### src/rtl/ntt_stage_ctrl.sv
// Stage/butterfly sequencer for an in-place radix-2 NTT with a fixed-latency PE.
// Optional macro NTT_CTRL_CYCLE_CNT_EN adds a 32-bit busy-cycle counter output.
module ntt_stage_ctrl #(
    parameter int N      = 256,
    parameter int LOG_N  = 8,
    parameter int PE_LAT = 5,
    parameter int ADDR_W = LOG_N
) (
    input  logic              clk,
    input  logic              reset,
    input  logic              start_i,
    output logic              busy_o,
    output logic              done_o,
    output logic              rd_en_o,
    output logic [ADDR_W-1:0] rd_addr_top_o,
    output logic [ADDR_W-1:0] rd_addr_bot_o,
    output logic [ADDR_W-1:0] tw_addr_o,
    output logic              wr_en_o,
    output logic [ADDR_W-1:0] wr_addr_top_o,
    output logic [ADDR_W-1:0] wr_addr_bot_o,
    output logic [ADDR_W-1:0] stage_o
`ifdef NTT_CTRL_CYCLE_CNT_EN
    ,
    output logic [31:0]       cycle_cnt_o
`endif
);

    localparam int                CNT_W  = $clog2(PE_LAT) + 1;
    localparam logic [ADDR_W-1:0] J_LAST = ADDR_W'(N / 2 - 1);
    localparam logic [ADDR_W-1:0] S_LAST = ADDR_W'(LOG_N - 1);
    localparam logic [CNT_W-1:0]  D_LAST = CNT_W'(PE_LAT - 1);

    typedef enum logic [1:0] {IDLE, RUN, DRAIN, DONE} state_t;

    state_t            state_q, state_d;
    logic [ADDR_W-1:0] s_q, s_d;
    logic [ADDR_W-1:0] j_q, j_d;
    logic [CNT_W-1:0]  cnt_q, cnt_d;

    always_ff @(posedge clk or negedge reset) begin
        if (!reset) begin
            state_q <= IDLE;
            s_q     <= '0;
            j_q     <= '0;
            cnt_q   <= '0;
        end else begin
            state_q <= state_d;
            s_q     <= s_d;
            j_q     <= j_d;
            cnt_q   <= cnt_d;
        end
    end

    always_comb begin
        state_d = state_q;
        s_d     = s_q;
        j_d     = j_q;
        cnt_d   = cnt_q;
        unique case (state_q)
            IDLE: begin
                if (start_i) begin
                    state_d = RUN;
                    s_d     = '0;
                    j_d     = '0;
                end
            end
            RUN: begin
                cnt_d = '0;
                if (j_q == J_LAST) begin
                    state_d = DRAIN;
                    j_d     = '0;
                end else begin
                    j_d = j_q + 1'b1;
                end
            end
            DRAIN: begin
                // Waiting out the PE pipeline keeps the next stage's reads behind this stage's writes.
                if (cnt_q == D_LAST) begin
                    cnt_d = '0;
                    if (s_q == S_LAST) begin
                        state_d = DONE;
                    end else begin
                        state_d = RUN;
                        s_d     = s_q + 1'b1;
                    end
                end else begin
                    cnt_d = cnt_q + 1'b1;
                end
            end
            DONE: begin
                state_d = IDLE;
                s_d     = '0;
            end
            default: state_d = IDLE;
        endcase
    end

    logic              rd_en;
    logic [ADDR_W-1:0] len, grp, kk, top, bot, tw;

    assign rd_en = (state_q == RUN);

    // len = N>>(s+1) is a power of two, so j/len and j%len reduce to shift and mask.
    always_comb begin
        len = ADDR_W'(N >> (s_q + 1'b1));
        grp = j_q >> (S_LAST - s_q);
        kk  = j_q & (len - 1'b1);
        top = (grp << (ADDR_W'(LOG_N) - s_q)) | kk;
        bot = top + len;
        tw  = (ADDR_W'(1) << s_q) + grp;
    end

    assign rd_en_o       = rd_en;
    assign rd_addr_top_o = rd_en ? top : '0;
    assign rd_addr_bot_o = rd_en ? bot : '0;
    assign tw_addr_o     = rd_en ? tw  : '0;
    assign busy_o        = (state_q == RUN) || (state_q == DRAIN);
    assign done_o        = (state_q == DONE);
    assign stage_o       = s_q;

    logic [PE_LAT-1:0]             dly_en_q;
    logic [PE_LAT-1:0][ADDR_W-1:0] dly_top_q;
    logic [PE_LAT-1:0][ADDR_W-1:0] dly_bot_q;

    // Addresses enter already zeroed when idle, so write addresses are zero whenever wr_en_o is low.
    always_ff @(posedge clk or negedge reset) begin
        if (!reset) begin
            dly_en_q  <= '0;
            dly_top_q <= '0;
            dly_bot_q <= '0;
        end else begin
            dly_en_q[0]  <= rd_en;
            dly_top_q[0] <= rd_addr_top_o;
            dly_bot_q[0] <= rd_addr_bot_o;
            for (int i = 1; i < PE_LAT; i++) begin
                dly_en_q[i]  <= dly_en_q[i-1];
                dly_top_q[i] <= dly_top_q[i-1];
                dly_bot_q[i] <= dly_bot_q[i-1];
            end
        end
    end

    assign wr_en_o       = dly_en_q[PE_LAT-1];
    assign wr_addr_top_o = dly_top_q[PE_LAT-1];
    assign wr_addr_bot_o = dly_bot_q[PE_LAT-1];

`ifdef NTT_CTRL_CYCLE_CNT_EN
    logic [31:0] cyc_q, cyc_d;

    always_comb begin
        cyc_d = cyc_q;
        if (state_q == IDLE && start_i) begin
            cyc_d = '0;
        end else if (busy_o) begin
            cyc_d = cyc_q + 32'd1;
        end
    end

    always_ff @(posedge clk or negedge reset) begin
        if (!reset) begin
            cyc_q <= '0;
        end else begin
            cyc_q <= cyc_d;
        end
    end

    assign cycle_cnt_o = cyc_q;
`endif

endmodule

### config.mk
export PLATFORM = sky130hd
export DESIGN_NAME = ntt_stage_ctrl
export DESIGN_NICKNAME = d
export VERILOG_FILES = /design/src/rtl/ntt_stage_ctrl.sv
export SDC_FILE = /design/constraint.sdc
export NUM_CORES = 1
export LEC_CHECK = 0
export CAP_MARGIN = 15
export CORE_MARGIN = 2
export CORE_UTILIZATION = 40
export DETAILED_ROUTE_END_ITERATION = 10
export SLEW_MARGIN = 20
export SYNTH_ARGS = -nofsm -noshare
export SYNTH_HDL_FRONTEND = slang
export SYNTH_SLANG_ARGS = --single-unit
### constraint.sdc
create_clock -name clk -period 5.1 [get_ports clk]
set_input_delay 1.02 -clock clk [delete_from_list [all_inputs] [get_ports clk]]
set_output_delay 1.02 -clock clk [all_outputs]
set_load 0.01 [all_outputs]
==> flow_summary.toml <==
[run_status]
status = "finished, violations left"
violations = "negative setup slack"

[route]
antenna_left = 0
drcViolationCount = 0
vias = 4719
wl_per_cell_um = 16.7
via_per_inst = 5.22
drtIter0Drc = 331
drt-pass1-iter-count = 4
routed_wl_mm = 15.1

[sta]
worst_pin_slew_ps = 737
hold-worst-slack_ps = 346
layout_min_cycle_time_ps = 5250
fmax_ghz = 0.191
rsz0062_at_grt = "true"
skew_ps = 11.4
slew_viol_final = 0
fin_ws_ps = -148
slew_headroom_pct = 50.8
hold_violations = 0
fin_crit_sh_pct = 103
setup_viol = 1

[logic_synthesis]
async_flop_share_pct = 100
yosysSeqAreaShare_pct = 47.6
synth_nets = 589
avgSynthCellArea_um2 = 10.1
synth_edf_count = 0
ys.flop_type = "dfrtp_1"
synth_cells = 557
ys_warn_count = 0
synth_area_um2 = 5630
yosysUniqueCellTypes = 76
synth-seq-cells = 107

[floorplan]
die_x_um = 123
rows = 43
dieArea_um2 = 15000
fp.dieH_um = 123
core_area_um2 = 13800
start_util_pct = 40.7
num_io_pins = 55

[critical_path]
path_cells = "ha_2, and4_4, mux2i_4, a2bb2oi_4, or3_4, ha_4, o31ai_4, o31ai_2, a222oi_1, inv_1, ha_4, nor3_1, o21ai_2, o211ai_1, xnor2_1, buf_4, nand2_2, o21ai_2, buf_2"
crit_slowest_cell = "dfrtp_1"
crit_path_max_incr_delay_ps = 410
path_class = "reg -> out"
startpoint_type = "flip-flop"
cp.required_ps = 4080
cp-end-kind = "output port"
critPathMaxFanout = 3
worstPathArrival_ps = 4230

[global_route]
grt_max_degree = 79
grt_overflow = 0
antenna_found_initial = 0
grt_pass1_wl_mm = 24.4
grt_pass1_vias = 4672
track_usage_pct = 21.1

[layout]
syn_to_final_growth_pct = 39.6
fin_cells = 904
fill_cells = 1140
n_antenna_cell = 0
nets = 751
drive_gt1_share_pct = 33.0

[min_path]
hold_path_class = "reg -> reg"

[place]
place_inst = 869
hpwl_mm = 11.1
numPortBuffers = 54
place.gp.congestion = 0.906

[clock_tree]
cts_sinks = 107
htree_levels = 3
cts_tree = "built"
cts_buffer_depth = 2
insertion_delay_ps = 360
clk_pin_slew_worst_paths_ps = 80
cts_made_buffers = 9
cts_root_buffer = "clkbuf_16"

[power]
p_leak_uw = 0.00376
power_density_nw_per_um2 = 406
vdd_drop_max_mv = 0.192

[job]
maxCapViolCount = 0
kinds of logic after synthesis:
logic type                 share of synthesized area, %
and+or+nand+nor                                    17.6
AOI/OAI and AO/OA                                  16.6
xor gates and xnor gates                           1.87
buffers and inverters                              6.56
adders and majority gates                          6.72
DFF                                                47.6
muxes                                              3.00
sequential cells by signal (all words and copies together), names as in the netlist:
signal         cells
stage_o            8
cnt_q              4
dly_bot_q         32
j_q                8
dly_top_q         32
wr_addr_bot_o      8
wr_addr_top_o      8
dly_en_q           5
state_q            2
area by class of cell:
| cell class | instances | area, um2 | area share, % |
|---|---|---|---|
| flip-flops and latches | 107 | 2680 | 34.1 |
| well taps | 180 | 225 | 2.87 |
| repair buffers | 196 | 1640 | 20.9 |
| clock buffers | 9 | 225 | 2.87 |
| clock inverters | 7 | 88.8 | 1.13 |
| inverters | 26 | 100 | 1.27 |
| multi-input cells | 379 | 2900 | 36.9 |
final timing paths:
kind	start	to	slack, ps	cells after the start
setup / recovery	stage_o[1]$_DFFE_PN0P_	rd_addr_bot_o[7]	-150	19
setup reg to reg	stage_o[1]$_DFFE_PN0P_	dly_bot_q[6]$_DFF_PN0_	1200	21
min in group asynchronous	reset	stage_o[5]$_DFFE_PN0P_	700	1
max in group asynchronous	reset	dly_bot_q[10]$_DFF_PN0_	3530	2
hold reg to reg	dly_en_q[1]$_DFF_PN0_	dly_en_q[2]$_DFF_PN0_	350	0
hold / removal	dly_en_q[1]$_DFF_PN0_	dly_en_q[2]$_DFF_PN0_	350	0
cell usage in the layout, fill, tap and decap left out, types with 8 or more instances in the layout:
cell,Yosys,layout
nand2b_1,16,14
nand3_1,12,12
clkbuf_16,0,9
nor2b_1,12,11
and2_1,9,8
o21ai_0,34,28
inv_1,25,22
buf_4,18,134
nor2_1,53,52
nor3_1,16,15
o31ai_1,10,8
ha_1,27,18
nand2_1,34,32
a21oi_1,21,17
dfrtp_1,107,106
clkdlybuf4s50_1,0,42
power breakdown:
part / internal [uW] / switching (uW) / total, uW
combinational: 663 / 765 / 1430
sequential: 1000 / 60.9 / 1060
clock: 353 / 350 / 703
worst max-delay path, delay by kind of cell (launching register included):
family,cells,cell delay [ps]
adder cells (fa/ha/maj),3,580
XOR/XNOR,1,200
AO/OA/AOI/OAI,7,1140
AND/OR/NAND/NOR,4,930
buffers and inverters,3,440
multiplexers,1,190
flip-flops,1,410
metrics by stage:
stage / TNS [ps] / total power [uW] / area (um2) / util, % / worst slack (ps)
5_1_grt: -491 / 3410 / 7860 / 56.8 / -310
3_3_place_gp: -541 / 2390 / 7050 / 51.0 / -428
6_report: -148 / 3190 / 7860 / 56.8 / -148
3_5_place_dp: -623 / 2410 / 7050 / 51.0 / -499
4_1_cts: -148 / 3160 / 7510 / 54.3 / -148
2_1_floorplan: 0 / 1790 / 5630 / - / 119
synth_stat cells (4+ instances only):
master | n | share of area (%)
xnor2_1 | 6 | 0.93
a22oi_1 | 4 | 0.53
mux2_2 | 5 | 1.0
a21oi_1 | 21 | 1.9
nand2b_1 | 16 | 1.8
mux2i_1 | 9 | 1.6
a2bb2oi_1 | 5 | 0.78
o22ai_1 | 6 | 0.67
nand2_1 | 34 | 2.3
buf_2 | 10 | 0.89
and3_1 | 4 | 0.44
nand3_1 | 12 | 1.1
o21ai_1 | 4 | 0.36
nand4_1 | 5 | 0.56
ha_1 | 27 | 6.0
dfrtp_1 | 107 | 48
a22o_1 | 4 | 0.62
buf_4 | 18 | 2.4
and2_1 | 9 | 1.0
o31ai_1 | 10 | 1.3
clkbuf_1 | 13 | 0.87
o211ai_1 | 4 | 0.53
a211oi_1 | 4 | 0.53
nor2_1 | 53 | 3.5
or3_1 | 6 | 0.67
inv_1 | 25 | 1.7
o21ai_0 | 34 | 3.0
nor2b_1 | 12 | 1.3
nor3_1 | 16 | 1.4
or2_2 | 4 | 0.44
xor2_1 | 6 | 0.93
a21o_1 | 5 | 0.67
repair_timing:
action | 4_1_cts | 5_1_grt
setup endpoints to repair | 9 | 11
gates resized for setup | 40 | 67
setup buffers | 7 | 14
hold buffers | 0 | 0
pin swaps | 14 | 38
layer usage:
metal / global-route usage [%] / routed length, um
met3: 3.76 / 469
met1: 29.6 / 7150
met4: 6.25 / 221
met2: 33.5 / 7250
met5: 0 / 0
Note: power is estimated with default switching activity, not from simulation.
==> RTL change 1, RTL diff (same settings) <==
The option `NTT_CTRL_CYCLE_CNT_EN` is turned on by a define.
--- a/src/rtl/ntt_stage_ctrl.sv
+++ b/src/rtl/ntt_stage_ctrl.sv
@@ -1,5 +1,7 @@
 // Stage/butterfly sequencer for an in-place radix-2 NTT with a fixed-latency PE.
 // Optional macro NTT_CTRL_CYCLE_CNT_EN adds a 32-bit busy-cycle counter output.
+`define NTT_CTRL_CYCLE_CNT_EN
+
 module ntt_stage_ctrl #(
     parameter int N      = 256,
     parameter int LOG_N  = 8,
Check against the original RTL (old outputs only; new: cycle_cnt_o): equivalent (Yosys induction, for registers that start in step).
==> RTL change 1 against the original RTL <==
- the flow still finishes with violations (setup timing)
- register-to-register slack got worse by 0.19 ns
- via count rose by 25%
- design area rose by 26%
- routed wire length rose by 20%
- power rose by 27%
- area after synthesis rose by 25%
- sequential cell count rose by 32
- clock power rose by 72%
- worst setup slack got worse by 0.25 ns
==> RTL change 1: results (changes against the original RTL) <==
| Metric | Value |
|---|---|
| First-pass GRT wire length | 29680 microns (was 24380 microns) |
| CTS H-tree lvls | 4 (was 3) |
| Failing checks | setup timing (unchanged) |
| CP top delay family | simple AND/OR/NAND/NOR gates (was compound AO/OA/AOI/OAI gates) |
| Pre-CTS WS | -0.5356 ns (was -0.4986 ns) |
| Hold_ws | 0.3415 ns (was 0.3458 ns) |
| Area after DPL | 8820 sq um (was 7054 sq um) |
| DR vias/cell | 5.162 (was 5.220) |
| Switching part of the total | 35.40% (was 36.82%) |
| Buffers on Ports | 86 (was 54) |
| Distinct cell type count after synthesis | 72 (was 76) |
| Number of global-route vias before repair | 5790 (was 4672) |
| Syn_area_per_cell | 10.08 sq um (was 10.10 sq um) |
| 1st-pass router iterations | 5 (was 4) |
| DP Cell Count | 1076 (was 869) |
| Wire per inst | 15.85 microns (was 16.69 microns) |
| Clock Skew | 0.02201 ns (was 0.01141 ns) |
| Largest net degree at the start of global routing | 112 (was 79) |
| Synth cell count leaders | dfrtp_1 (139), nor2_1 (67), nand2_1 (47), a21oi_1 (37), ha_1 (29) (was dfrtp_1 (107), nor2_1 (53), nand2_1 (34), o21ai_0 (34), ha_1 (27)) |
| WP data arrival | 4.48 ns (was 4.23 ns) |
| R2R setup slack | 1.01 ns (was 1.20 ns) |
| Max VDD drop | 0.3139 mV (was 0.1921 mV) |
| Slew at the pin closest to its max-slew limit | 0.6339 ns (was 0.7374 ns) |
| Final WS setup | -0.3981 ns (was -0.1478 ns) |
| Total Nets Final | 935 (was 751) |
| Sequential share of the synthesized area | 49.36% (was 47.59%) |
| Worst-Skew Late Latency | 0.42 ns (was 0.36 ns) |
| Routability cong. | 0.9197 (was 0.9063) |
| Tot GR Track Use | 20.39% (was 21.14%) |
| Outcome | finished with violations (unchanged) |
| Mapped Nets | 733 (was 589) |
| Cts bufs inserted | 17 (was 9) |
| Critical path's slowest cell | or4_4 (was dfrtp_1) |
| Final setup violation count | 3 (was 1) |
| Starting DRT DRC Count | 390 (was 331) |
| Setup TNS | -0.8078 ns (was -0.1478 ns) |
[RTL change 1: cell type report]
cell class              instances  area (sq um)
repair buffers                232          1992
inverters                      31         127.6
clock inverters                14         150.1
flip-flops and latches        139          3480
well taps                     225         281.5
fillers                      1475          7298
clock buffers                  18         439.2
multi-input cells             480          3468
[RTL change 1: kinds of logic after synthesis]
family	Yosys count	synth area share, %
and+or+nand+nor	257	18.82
DFF	139	49.36
AOI/OAI and AO/OA	131	12.16
buffers and inverters	80	5.380
xor gates and xnor gates	40	5.078
adders and majority gates	31	5.717
muxes	21	3.480
[RTL change 1: worst paths after layout]
check	endpoint	depth (start not counted)
max in group asynchronous	cycle_cnt_o[8]	3
worst min-delay path	dly_bot_q[16]	0
worst min register to register	dly_bot_q[16]	0
worst max register to register	dly_bot_q[7]	18
worst max-delay path	rd_addr_bot_o[7]	18
min in group asynchronous	dly_bot_q[5]	1
[RTL change 1: routing by layer]
metal / vias to the layer above / track usage, % / part of all wire (%)
li1: 2823 / - / -
met4: 0 / 6.366 / 1.3
met2: 136 / 33.39 / 50
met5: - / 0 / 0
met1: 2901 / 27.24 / 45
met3: 20 / 4.185 / 3.7
[RTL change 1: power by group through the flow]
stage / clock network (mW) / logic (mW) / registers [mW]
after floorplan: 0 / 0.809 / 1.32
after global placement: 0 / 1.40 / 1.32
after detailed placement: 0 / 1.42 / 1.33
after CTS: 1.24 / 1.48 / 1.31
after global routing: 1.30 / 1.66 / 1.32
final: 1.21 / 1.52 / 1.31
[RTL change 1: what timing repair did]
item,in CTS,in global routing
setup buffers,21,11
pin swaps,28,23
setup endpoints to repair,12,14
resized for setup,57,47
==> RTL change 2, RTL diff (same settings) <==
Without the edit above. Register the output `rd_addr_top_o`, cleared by the reset; this adds one clock of latency there. The other outputs are not delayed to match.
--- a/src/rtl/ntt_stage_ctrl.sv
+++ b/src/rtl/ntt_stage_ctrl.sv
@@ -31,6 +31,8 @@
     localparam logic [CNT_W-1:0]  D_LAST = CNT_W'(PE_LAT - 1);
 
     typedef enum logic [1:0] {IDLE, RUN, DRAIN, DONE} state_t;
+
+    logic [ADDR_W-1:0] rd_addr_top_d;
 
     state_t            state_q, state_d;
     logic [ADDR_W-1:0] s_q, s_d;
@@ -111,7 +113,7 @@
     end
 
     assign rd_en_o       = rd_en;
-    assign rd_addr_top_o = rd_en ? top : '0;
+    assign rd_addr_top_d = rd_en ? top : '0;
     assign rd_addr_bot_o = rd_en ? bot : '0;
     assign tw_addr_o     = rd_en ? tw  : '0;
     assign busy_o        = (state_q == RUN) || (state_q == DRAIN);
@@ -130,7 +132,7 @@
             dly_bot_q <= '0;
         end else begin
             dly_en_q[0]  <= rd_en;
-            dly_top_q[0] <= rd_addr_top_o;
+            dly_top_q[0] <= rd_addr_top_d;
             dly_bot_q[0] <= rd_addr_bot_o;
             for (int i = 1; i < PE_LAT; i++) begin
                 dly_en_q[i]  <= dly_en_q[i-1];
@@ -167,5 +169,13 @@
     assign cycle_cnt_o = cyc_q;
 `endif
 
+    always_ff @(posedge clk or negedge reset) begin
+        if (!reset) begin
+            rd_addr_top_o <= '0;
+        end else begin
+            rd_addr_top_o <= rd_addr_top_d;
+        end
+    end
+
 endmodule
 
Formal check against the unedited RTL: not equivalent (Yosys sat finds a counterexample within 4 cycles, from zero or initial values and one cycle with reset low).
==> RTL change 2 against the original RTL <==
- the flow still finishes with violations (setup timing)
- sequential cell count unchanged
- power increased by 7.3%
- area after synthesis decreased by 0.78%
- count of clock-buffer cells in the layout unchanged
- design area decreased by 4.3%
- sequential share of layout area increased by 1.6 points
- die area decreased by 0.75%
- core utilization decreased by 2.2 points
- largest power group unchanged
- global-route usage decreased by 1.3 points
- clock skew decreased by 0.00069 ns
- routed wire length decreased by 4.9%
- worst setup slack got worse by 0.037 ns
==> RTL change 2: results (changes against the original RTL) <==
| Metric | Value |
|---|---|
| Mapped Nets | 581 (was 589) |
| Outcome | finished with violations (unchanged) |
| Distinct cell type count after synthesis | 68 (was 76) |
| Plain + repair buffers | 169 (was 196) |
| Clock Skew | 0.01072 ns (was 0.01141 ns) |
| Met3 Usage GRT | 2.996% (was 3.764%) |
| Fill cell count | 1250 (was 1140) |
| Pre-CTS WS | -0.4282 ns (was -0.4986 ns) |
| Fraction of area in non-clock buffers | 18.91% (was 20.89%) |
| DP HPWL | 10320 microns (was 11120 microns) |
| First-pass GRT wire length | 23000 microns (was 24380 microns) |
| Core region area | 13770 sq um (was 13830 sq um) |
| GRT met2 Usage | 32.47% (was 33.54%) |
| Number of global-route vias before repair | 4509 (was 4672) |
| Critical register-to-register path endpoint | dly_bot_q[7] (was dly_bot_q[6]) |
| Final WS setup | -0.1850 ns (was -0.1478 ns) |
| Sequential power | 1.10 mW (was 1.06 mW) |
| GR Util met1 | 27.29% (was 29.63%) |
| Post-CTS setup buffers | 21 (was 7) |
| Hold_ws | 0.3466 ns (was 0.3458 ns) |
| Total Nets Final | 710 (was 751) |
| Worst Hold Path EP | dly_bot_q[11] (was dly_en_q[2]) |
| Final setup violation count | 2 (was 1) |
| Failing checks | setup timing (unchanged) |
| Count of multi-input gates | 364 (was 379) |
RTL change 2: cell count changes after synthesis, moves of 4 or more:
cell,before,now
o22ai_1,6,2
xnor2_1,6,10
nor2_1,53,41
nor4_1,0,4
a22oi_1,4,0
clkbuf_1,13,9
a2bb2oi_1,5,0
nand3_1,12,19
nor2b_1,12,7
o21ai_0,34,38
or3_1,6,1
and3_1,4,11
buf_4,18,25
nand2b_1,16,11
RTL change 2: critical path, delay by kind of cell, from the launching register on:
family	cells	cell delay, ns
AND/OR/NAND/NOR	6	1.44
AO/OA/AOI/OAI	4	0.71
adder cells (fa/ha/maj)	2	0.49
buffers and inverters	3	0.43
flip-flops	1	0.43
multiplexers	2	0.41
RTL change 2: cells by family after synthesis:
| logic type | after synthesis | synth area share (%) |
|---|---|---|
| xor+xnor | 16 | 2.510 |
| mux | 16 | 3.205 |
| flops | 107 | 47.96 |
| simple gates | 184 | 17.57 |
| buf+inv | 78 | 7.553 |
| compound gates | 119 | 14.43 |
| fa+ha+maj | 29 | 6.768 |
